--- src/rtl/pd_pkg.sv ---
// Shared definitions for the block-header datapath: header geometry, header type, serializer states.
// Latency: n/a (types and constants only).
// Backpressure: n/a.
package pd_pkg;

  localparam int HEADER_BYTES      = 80;
  localparam int NONCE_OFFSET      = 76;
  localparam int DIFFICULTY_OFFSET = 72;

  typedef logic [HEADER_BYTES-1:0][7:0] header_t;

  typedef enum logic [1:0] {
    IDLE,
    SEND,
    CSUM,
    DONE
  } serializer_state_t;

endpackage

--- src/rtl/pd_header_serializer_if.sv ---
// Handshake/bus bundle between the header source, the serializer and the USB transmit path.
// Latency: n/a (wiring only).
// Backpressure: i_ready from the consumer side; the serializer holds o_data/o_byte_sel while it is low.
// Ports: i_start/i_header/i_nonce/i_ready flow into the serializer,
//        o_data/o_valid/o_byte_sel/o_busy/o_done flow out of it.
interface pd_header_serializer_if;
  import pd_pkg::*;

  logic        i_start;
  header_t     i_header;
  logic [31:0] i_nonce;
  logic        i_ready;
  logic [7:0]  o_data;
  logic        o_valid;
  logic [6:0]  o_byte_sel;
  logic        o_busy;
  logic        o_done;

  // Driver of requests / consumer of the byte stream.
  modport master (
    output i_start, i_header, i_nonce, i_ready,
    input  o_data, o_valid, o_byte_sel, o_busy, o_done
  );

  // The serializer itself.
  modport slave (
    input  i_start, i_header, i_nonce, i_ready,
    output o_data, o_valid, o_byte_sel, o_busy, o_done
  );

endinterface

--- src/rtl/pd_header_serializer.sv ---
// Snapshots an 80-byte header with the winning nonce merged in and streams it one byte per handshake.
// Latency: o_valid one cycle after i_start; 1 byte/cycle while i_ready is held high.
// Backpressure: o_data/o_byte_sel held stable while i_ready is low.
// Ports: clk, rst (async, active-high), bus (pd_header_serializer_if.slave).
// Option: define PD_SERIALIZER_CHECKSUM_EN to append an XOR checksum byte at o_byte_sel = NUM_BYTES.
// NUM_BYTES must match the width of pd_pkg::header_t.
module pd_header_serializer #(
  parameter int NUM_BYTES    = pd_pkg::HEADER_BYTES,
  parameter int NONCE_OFFSET = pd_pkg::NONCE_OFFSET
) (
  input  logic                   clk,
  input  logic                   rst,
  pd_header_serializer_if.slave  bus
);
  import pd_pkg::*;

  localparam logic [6:0] LAST_SEL = 7'(NUM_BYTES - 1);
`ifdef PD_SERIALIZER_CHECKSUM_EN
  localparam logic [6:0] CSUM_SEL = 7'(NUM_BYTES);
`endif

  serializer_state_t state;
  header_t           snap;
  header_t           merged;
  logic [6:0]        next_sel;
`ifdef PD_SERIALIZER_CHECKSUM_EN
  logic [7:0]        csum;
`endif

  // Nonce is stored little-endian over the last four header bytes.
  always_comb begin
    merged = bus.i_header;
    for (int k = 0; k < 4; k++) begin
      merged[NONCE_OFFSET + k] = bus.i_nonce[8*k +: 8];
    end
  end

  // o_byte_sel doubles as the stream index.
  assign next_sel = bus.o_byte_sel + 7'd1;

  // Snapshot is only taken when a request is accepted, so later header/nonce
  // changes cannot disturb a stream in flight.
  always_ff @(posedge clk or posedge rst) begin
    if (rst) begin
      snap <= '0;
    end else if (state == IDLE && bus.i_start) begin
      snap <= merged;
    end
  end

  always_ff @(posedge clk or posedge rst) begin
    if (rst) begin
      state          <= IDLE;
      bus.o_data     <= '0;
      bus.o_valid    <= 1'b0;
      bus.o_byte_sel <= '0;
      bus.o_busy     <= 1'b0;
      bus.o_done     <= 1'b0;
`ifdef PD_SERIALIZER_CHECKSUM_EN
      csum           <= '0;
`endif
    end else begin
      case (state)
        IDLE: begin
          if (bus.i_start) begin
            state          <= SEND;
            bus.o_valid    <= 1'b1;
            bus.o_busy     <= 1'b1;
            bus.o_byte_sel <= '0;
            // Snapshot is not registered yet, so byte 0 comes straight from the merge.
            bus.o_data     <= merged[0];
`ifdef PD_SERIALIZER_CHECKSUM_EN
            csum           <= '0;
`endif
          end
        end

        SEND: begin
          if (bus.i_ready) begin
`ifdef PD_SERIALIZER_CHECKSUM_EN
            csum <= csum ^ bus.o_data;
`endif
            if (bus.o_byte_sel == LAST_SEL) begin
`ifdef PD_SERIALIZER_CHECKSUM_EN
              state          <= CSUM;
              bus.o_byte_sel <= CSUM_SEL;
              // Fold in the byte being accepted on this edge.
              bus.o_data     <= csum ^ bus.o_data;
`else
              state          <= DONE;
              bus.o_valid    <= 1'b0;
              bus.o_done     <= 1'b1;
`endif
            end else begin
              bus.o_byte_sel <= next_sel;
              bus.o_data     <= snap[next_sel];
            end
          end
        end

`ifdef PD_SERIALIZER_CHECKSUM_EN
        CSUM: begin
          if (bus.i_ready) begin
            state       <= DONE;
            bus.o_valid <= 1'b0;
            bus.o_done  <= 1'b1;
          end
        end
`endif

        DONE: begin
          // Any i_start seen here is deliberately dropped.
          state          <= IDLE;
          bus.o_done     <= 1'b0;
          bus.o_busy     <= 1'b0;
          bus.o_byte_sel <= '0;
          bus.o_data     <= '0;
        end

        default: begin
          state       <= IDLE;
          bus.o_valid <= 1'b0;
          bus.o_busy  <= 1'b0;
          bus.o_done  <= 1'b0;
        end
      endcase
    end
  end

endmodule

--- src/flat_wrapper.sv ---
// flat-port wrapper written by rule: the top's interface ports become plain ports
module pd_header_serializer_flat import pd_pkg::*;
#(
  parameter int NUM_BYTES    = pd_pkg::HEADER_BYTES,
  parameter int NONCE_OFFSET = pd_pkg::NONCE_OFFSET
)
  (clk, rst, bus_i_start, bus_i_header, bus_i_nonce, bus_i_ready, bus_o_data, bus_o_valid, bus_o_byte_sel, bus_o_busy, bus_o_done);
  pd_header_serializer_if bus_i ();
  input  logic clk;
  input  logic rst;
  input wire logic [$bits(bus_i.i_start)-1:0] bus_i_start;
  input wire logic [$bits(bus_i.i_header)-1:0] bus_i_header;
  input wire logic [$bits(bus_i.i_nonce)-1:0] bus_i_nonce;
  input wire logic [$bits(bus_i.i_ready)-1:0] bus_i_ready;
  output wire logic [$bits(bus_i.o_data)-1:0] bus_o_data;
  output wire logic [$bits(bus_i.o_valid)-1:0] bus_o_valid;
  output wire logic [$bits(bus_i.o_byte_sel)-1:0] bus_o_byte_sel;
  output wire logic [$bits(bus_i.o_busy)-1:0] bus_o_busy;
  output wire logic [$bits(bus_i.o_done)-1:0] bus_o_done;
  assign bus_i.i_start = bus_i_start;
  assign bus_i.i_header = bus_i_header;
  assign bus_i.i_nonce = bus_i_nonce;
  assign bus_i.i_ready = bus_i_ready;
  assign bus_o_data = bus_i.o_data;
  assign bus_o_valid = bus_i.o_valid;
  assign bus_o_byte_sel = bus_i.o_byte_sel;
  assign bus_o_busy = bus_i.o_busy;
  assign bus_o_done = bus_i.o_done;
  pd_header_serializer #(.NUM_BYTES(NUM_BYTES), .NONCE_OFFSET(NONCE_OFFSET)) u_core (.clk(clk), .rst(rst), .bus(bus_i));
endmodule
--- config.mk ---
export PLATFORM = sky130hd
export DESIGN_NAME = pd_header_serializer_flat
export DESIGN_NICKNAME = d
export VERILOG_FILES = /design/src/rtl/pd_pkg.sv /design/src/rtl/pd_header_serializer_if.sv /design/src/rtl/pd_header_serializer.sv /design/src/flat_wrapper.sv
export SDC_FILE = /design/constraint.sdc
export NUM_CORES = 2
export LEC_CHECK = 0
export CAP_MARGIN = 20
export CELL_PAD_IN_SITES_DETAIL_PLACEMENT = 0
export CELL_PAD_IN_SITES_GLOBAL_PLACEMENT = 2
export CORE_ASPECT_RATIO = 1.5
export CORE_MARGIN = 3
export CORE_UTILIZATION = 38
export CTS_CLUSTER_SIZE = 40
export DETAILED_ROUTE_END_ITERATION = 8
export GPL_TIMING_DRIVEN = 0
export PLACE_DENSITY_LB_ADDON = 0.1
export SLEW_MARGIN = 0
export SYNTH_ARGS = -nofsm -noshare
export SYNTH_HDL_FRONTEND = slang
export SYNTH_SLANG_ARGS = --single-unit
--- constraint.sdc ---
create_clock -name clk -period 35.3 [get_ports clk]
set_clock_uncertainty 0.05 [all_clocks]
set_input_delay 5.295 -clock clk [delete_from_list [all_inputs] [get_ports clk]]
set_output_delay 5.295 -clock clk [all_outputs]
set_load 0.01 [all_outputs]
Yosys cells after proc, flatten, opt, wreduce, memory -nomap -nowiden:

Cells that the tools add are included.

* register bits after elaboration: 660
* word-level logic and storage cells: 128
* input bits: 676
* output and inout port bits: 18

* order comparisons: 1
* multiplexer cells: 22
* add/subtract/negate cells: 1
* equality and inequality tests: 7
* reduce and logical (&&, ||, !) cells: 8
* bitwise gates (word level): 3

Operators by type and width (count)
* $bmux 8 s7: 1
* $mux 8: 4
* $pmux 8 s3: 1
* $mux 7: 3
* $pmux 7 s3: 1
* $lt 7x8->1 const B: 1
* $reduce_and 4->1: 2
* $add 7x1->7 const B: 1
* $eq 7x7->1 const B: 1
* $mux 2: 3
* $ne 2x2->1 const B: 3
* $reduce_and 3->1: 2
* $mux 1: 5
* $pmux 1 s2: 2
* $pmux 2 s2: 1
* $not 1->1: 3
* $pmux 1 s3: 1
* $reduce_bool 3->1: 1
* $eq 2x1->1 const B: 1
* $eq 2x2->1 const B: 1
* $logic_not 2->1: 1
* $ne 2x1->1 const B: 1
* $reduce_and 2->1: 1
* $logic_and 1x1->1: 1

Depth between registers and ports, before layout:

* depth after elaboration: 6
* depth in mapped cells: 10
* gate-level depth less buffers: 7

Worst setup path after synthesis:

OpenSTA, ideal clock, no wires.

* kind: input to register
* start point: input port bus_i_start
* end point: register u_core.snap[0] in the netlist's numbering
* library setup time: 0.125 ns
* arrival: 6.647 ns
* stages: 5
* path slack: 28.478 ns
* path buffers: 3
* required time: 35.125 ns
* path through: nor3b_1 clkbuf_1 clkbuf_1 buf_2 mux2_2

* word-level cells in the longest chain between the ends: 1

RTL lines
* start, declared: line flat_wrapper.sv:11 `input wire logic [$bits(bus_i.i_start)-1:0] bus_i_start;`
* $logic_and 1x1->1: line pd_header_serializer.sv:46 `end else if (state == IDLE && bus.i_start) begin`
* end signal, assigned: line pd_header_serializer.sv:47 `snap <= merged;`
* end, declared: line pd_header_serializer.sv:23 `header_t snap;`

No other way between the ends.
A chain may end at the register's enable or synchronous reset.

Worst setup path after layout:

* start point: input port bus_i_start
* end point: register u_core.snap[180] in the netlist's numbering

The elaborated chain is that of the path after synthesis.

==> impl_metrics.ini <==
[run_status]
outcome = completed

[global_route]
grt_pass1_vias = 22700
grt-ovfl-total = 0
track_usage = 0.275
grt_max_degree = 132
grt_first_pass_wirelength_um = 163000
antenna_found_initial = 53

[logic_synthesis]
yosysWarnings = 0
netlist-cell-type-count = 59
synth-async-reset-ratio = 1.00
syn-instance-count = 1901
synth-edff-count = 0
netlist_area_um2 = 30000
syn_area_per_cell_um2 = 15.8
synth_seq_area_share = 0.551
ys_ff_latch = 660
synth-main-ff-cell = dfrtp_1
postSynthNetCount = 2578

[die]
ios = 694
core_um2 = 77700
rows = 125
die_area_um2 = 82300
fp.dieH_um = 350
fp.dieW_um = 235
start_util = 0.385

[sta]
finalHoldViolCount = 0
max_slew_margin = 0.280
rsz0062_at_grt = false
period_needed_ns = 7.94
fin_tns_setup_ns = 0
holdWs_ns = 0.450
fmax_ghz = 0.126
tightest_slew_ns = 1.08
slew_violations = 0
final-setup-viol-count = 0
fin_crit_sh = 0.225

[pwr]
leakagePower_nw = 16.9
peakVddDrop_mv = 0.0364
powerDensity_nw_per_um2 = 58.8

[clocking]
clk_pin_slew_ns = 0.06
cts_resized = 0
clk_latency_ns = 0.61
root_buffer = clkbuf_16
cts_setup_buffers = 0
cts_sinks = 660
h-tree-depth = 3
cts_max_path_buffers = 3
cts_made_buffers = 69
ctsHoldBuffers = 0
cts_tree = built

[route]
wl_um = 114000
drtPass1Iterations = 6
drc_errors = 0
avgRoutedWirePerCell_um = 30.4
dr_total_vias = 20000
vias_per_cell = 5.35
ant_nets = 0
drtIter0Drc = 933

[final_layout]
syn_to_final_growth_pct = 34.9
fin_nets = 3319
drive_gt1_frac = 0.382
design_area_um2 = 40400

[setup_path]
crit_path_end_kind = flop
cp_max_fo = 10
crit_path_start_kind = input port
path_class = in -> reg
crit_required_ns = 35.73
arrival_ns = 8.37

[placed_design]
port_buffers = 661
gp_congestion = 0.872
post-dp-hpwl_um = 89700
post_dp_cell_area_um2 = 38000

[min_path]
hold_class = reg -> reg

[job]
max_cap_viol_count = 0
-- sequential cells by signal, summed over array words and instances (netlist names) --
name                   count
u_core.snap              640
u_core.bus.o_data          8
u_core.bus.o_valid         1
u_core.bus.o_done          1
u_core.bus.o_busy          1
u_core.bus.o_byte_sel      7
u_core.state               2
-- layer usage --
| layer | track usage | share of wire | wire length (um) |
|---|---|---|---|
| met2 | 0.496 | 0.53 | 60000 |
| met3 | 0.0832 | 0.071 | 8110 |
| met5 | 0 | 0.0020 | 225 |
| met1 | 0.312 | 0.37 | 42300 |
| met4 | 0.0881 | 0.029 | 3270 |
-- final timing paths --
check | cells past startpoint | endpoint | slack (ns) | from
worst max-delay path | 6 | u_core.snap[180] | 27.36 | bus_i_start
worst min-delay path | 1 | u_core.bus.o_busy | 0.45 | u_core.bus.o_busy
worst max register to register | 10 | u_core.bus.o_data[2] | 31.26 | u_core.bus.o_byte_sel[1]
worst min register to register | 1 | u_core.bus.o_busy | 0.45 | u_core.bus.o_busy
max in group asynchronous | 5 | u_core.snap[223] | 28.37 | rst
min in group asynchronous | 2 | u_core.snap[466] | 5.06 | rst
-- critical path: stages --
cell	delay (ns)
clkdlybuf4s50_1	0.52
nor3b_1	0.30
clkbuf_1	0.64
clkbuf_1	0.67
buf_2	0.53
mux2_2	0.39
-- power by group --
| group | total [mW] | internal (mW) | leakage, nW | switching (mW) |
|---|---|---|---|---|
| Sequential | 0.899 | 0.848 | 8.18 | 0.0512 |
| Clock | 0.756 | 0.448 | 1.12 | 0.308 |
| Combinational | 0.721 | 0.348 | 7.63 | 0.373 |
| Total | 2.38 | 1.64 | 16.9 | 0.732 |
-- final cells by class --
cell class                      count  area (um^2)
Inverter                           11         48.8
Fill cell                        6740        37300
Timing Repair Buffer              670         6810
Antenna cell                       36         90.1
Clock buffer                      102         1990
Buffer                            137          734
Tap cell                         1016         1270
Sequential cell                   660        16500
Clock inverter                     16          284
Multi-Input combinational cell   1093        12700
-- synthesized netlist by cell type (all sizes together) (3+ instances only) --
master | count | area share
o22ai | 11 | 0.0023
a222oi | 7 | 0.0023
xnor2 | 4 | 0.0017
a31oi | 15 | 0.0031
inv | 11 | 0.0014
o21ai | 10 | 0.0017
nand3 | 11 | 0.0018
o31ai | 8 | 0.0020
nor3 | 5 | 0.0010
a21oi | 28 | 0.0048
a211oi | 29 | 0.0074
mux2 | 640 | 0.24
a21boi | 3 | 0.00075
nor2 | 12 | 0.0015
mux4 | 159 | 0.12
nand2 | 63 | 0.0079
mux2i | 30 | 0.010
and2 | 25 | 0.0052
clkbuf | 20 | 0.0026
buf | 117 | 0.022
nand2b | 3 | 0.00063
dfrtp | 660 | 0.55
-- metrics by stage --
stage                     utilization  total power [mW]  cells  setup WS (ns)
after floorplan                     -              1.32   1901          11.46
after global placement          0.487              1.63   3578           4.05
after detailed placement        0.489              1.65   3586          26.70
after CTS                       0.519              2.41   3704          27.35
after global routing            0.519              2.48   3725          27.21
final                           0.520              2.38   3741          27.36
-- placed cells by master (no fill, tap or decap), types with 15 or more instances in the layout --
| cell | n |
|---|---|
| clkdlybuf4s50_1 | 661 |
| dfrtp_1 | 660 |
| mux2_2 | 640 |
| mux4_2 | 159 |
| buf_2 | 90 |
| clkbuf_16 | 71 |
| nand2_1 | 63 |
| clkbuf_1 | 39 |
| diode_2 | 36 |
| mux2i_1 | 30 |
| a211oi_1 | 28 |
| a21oi_1 | 27 |
| and2_1 | 24 |
| buf_4 | 21 |
| a31oi_1 | 15 |
-- logic make-up (layout without fill, tap and decap cells) --
group,count (synthesis),count (layout),share of synthesized area
simple gates,134,134,0.0218
flops,660,660,0.551
mux,829,829,0.370
compound gates,123,123,0.0279
buf+inv,148,936,0.0259
fa+ha+maj,1,1,0.000418
xor+xnor,6,6,0.00251
other cells,0,36,0
(Power assumes the default switching activity.)
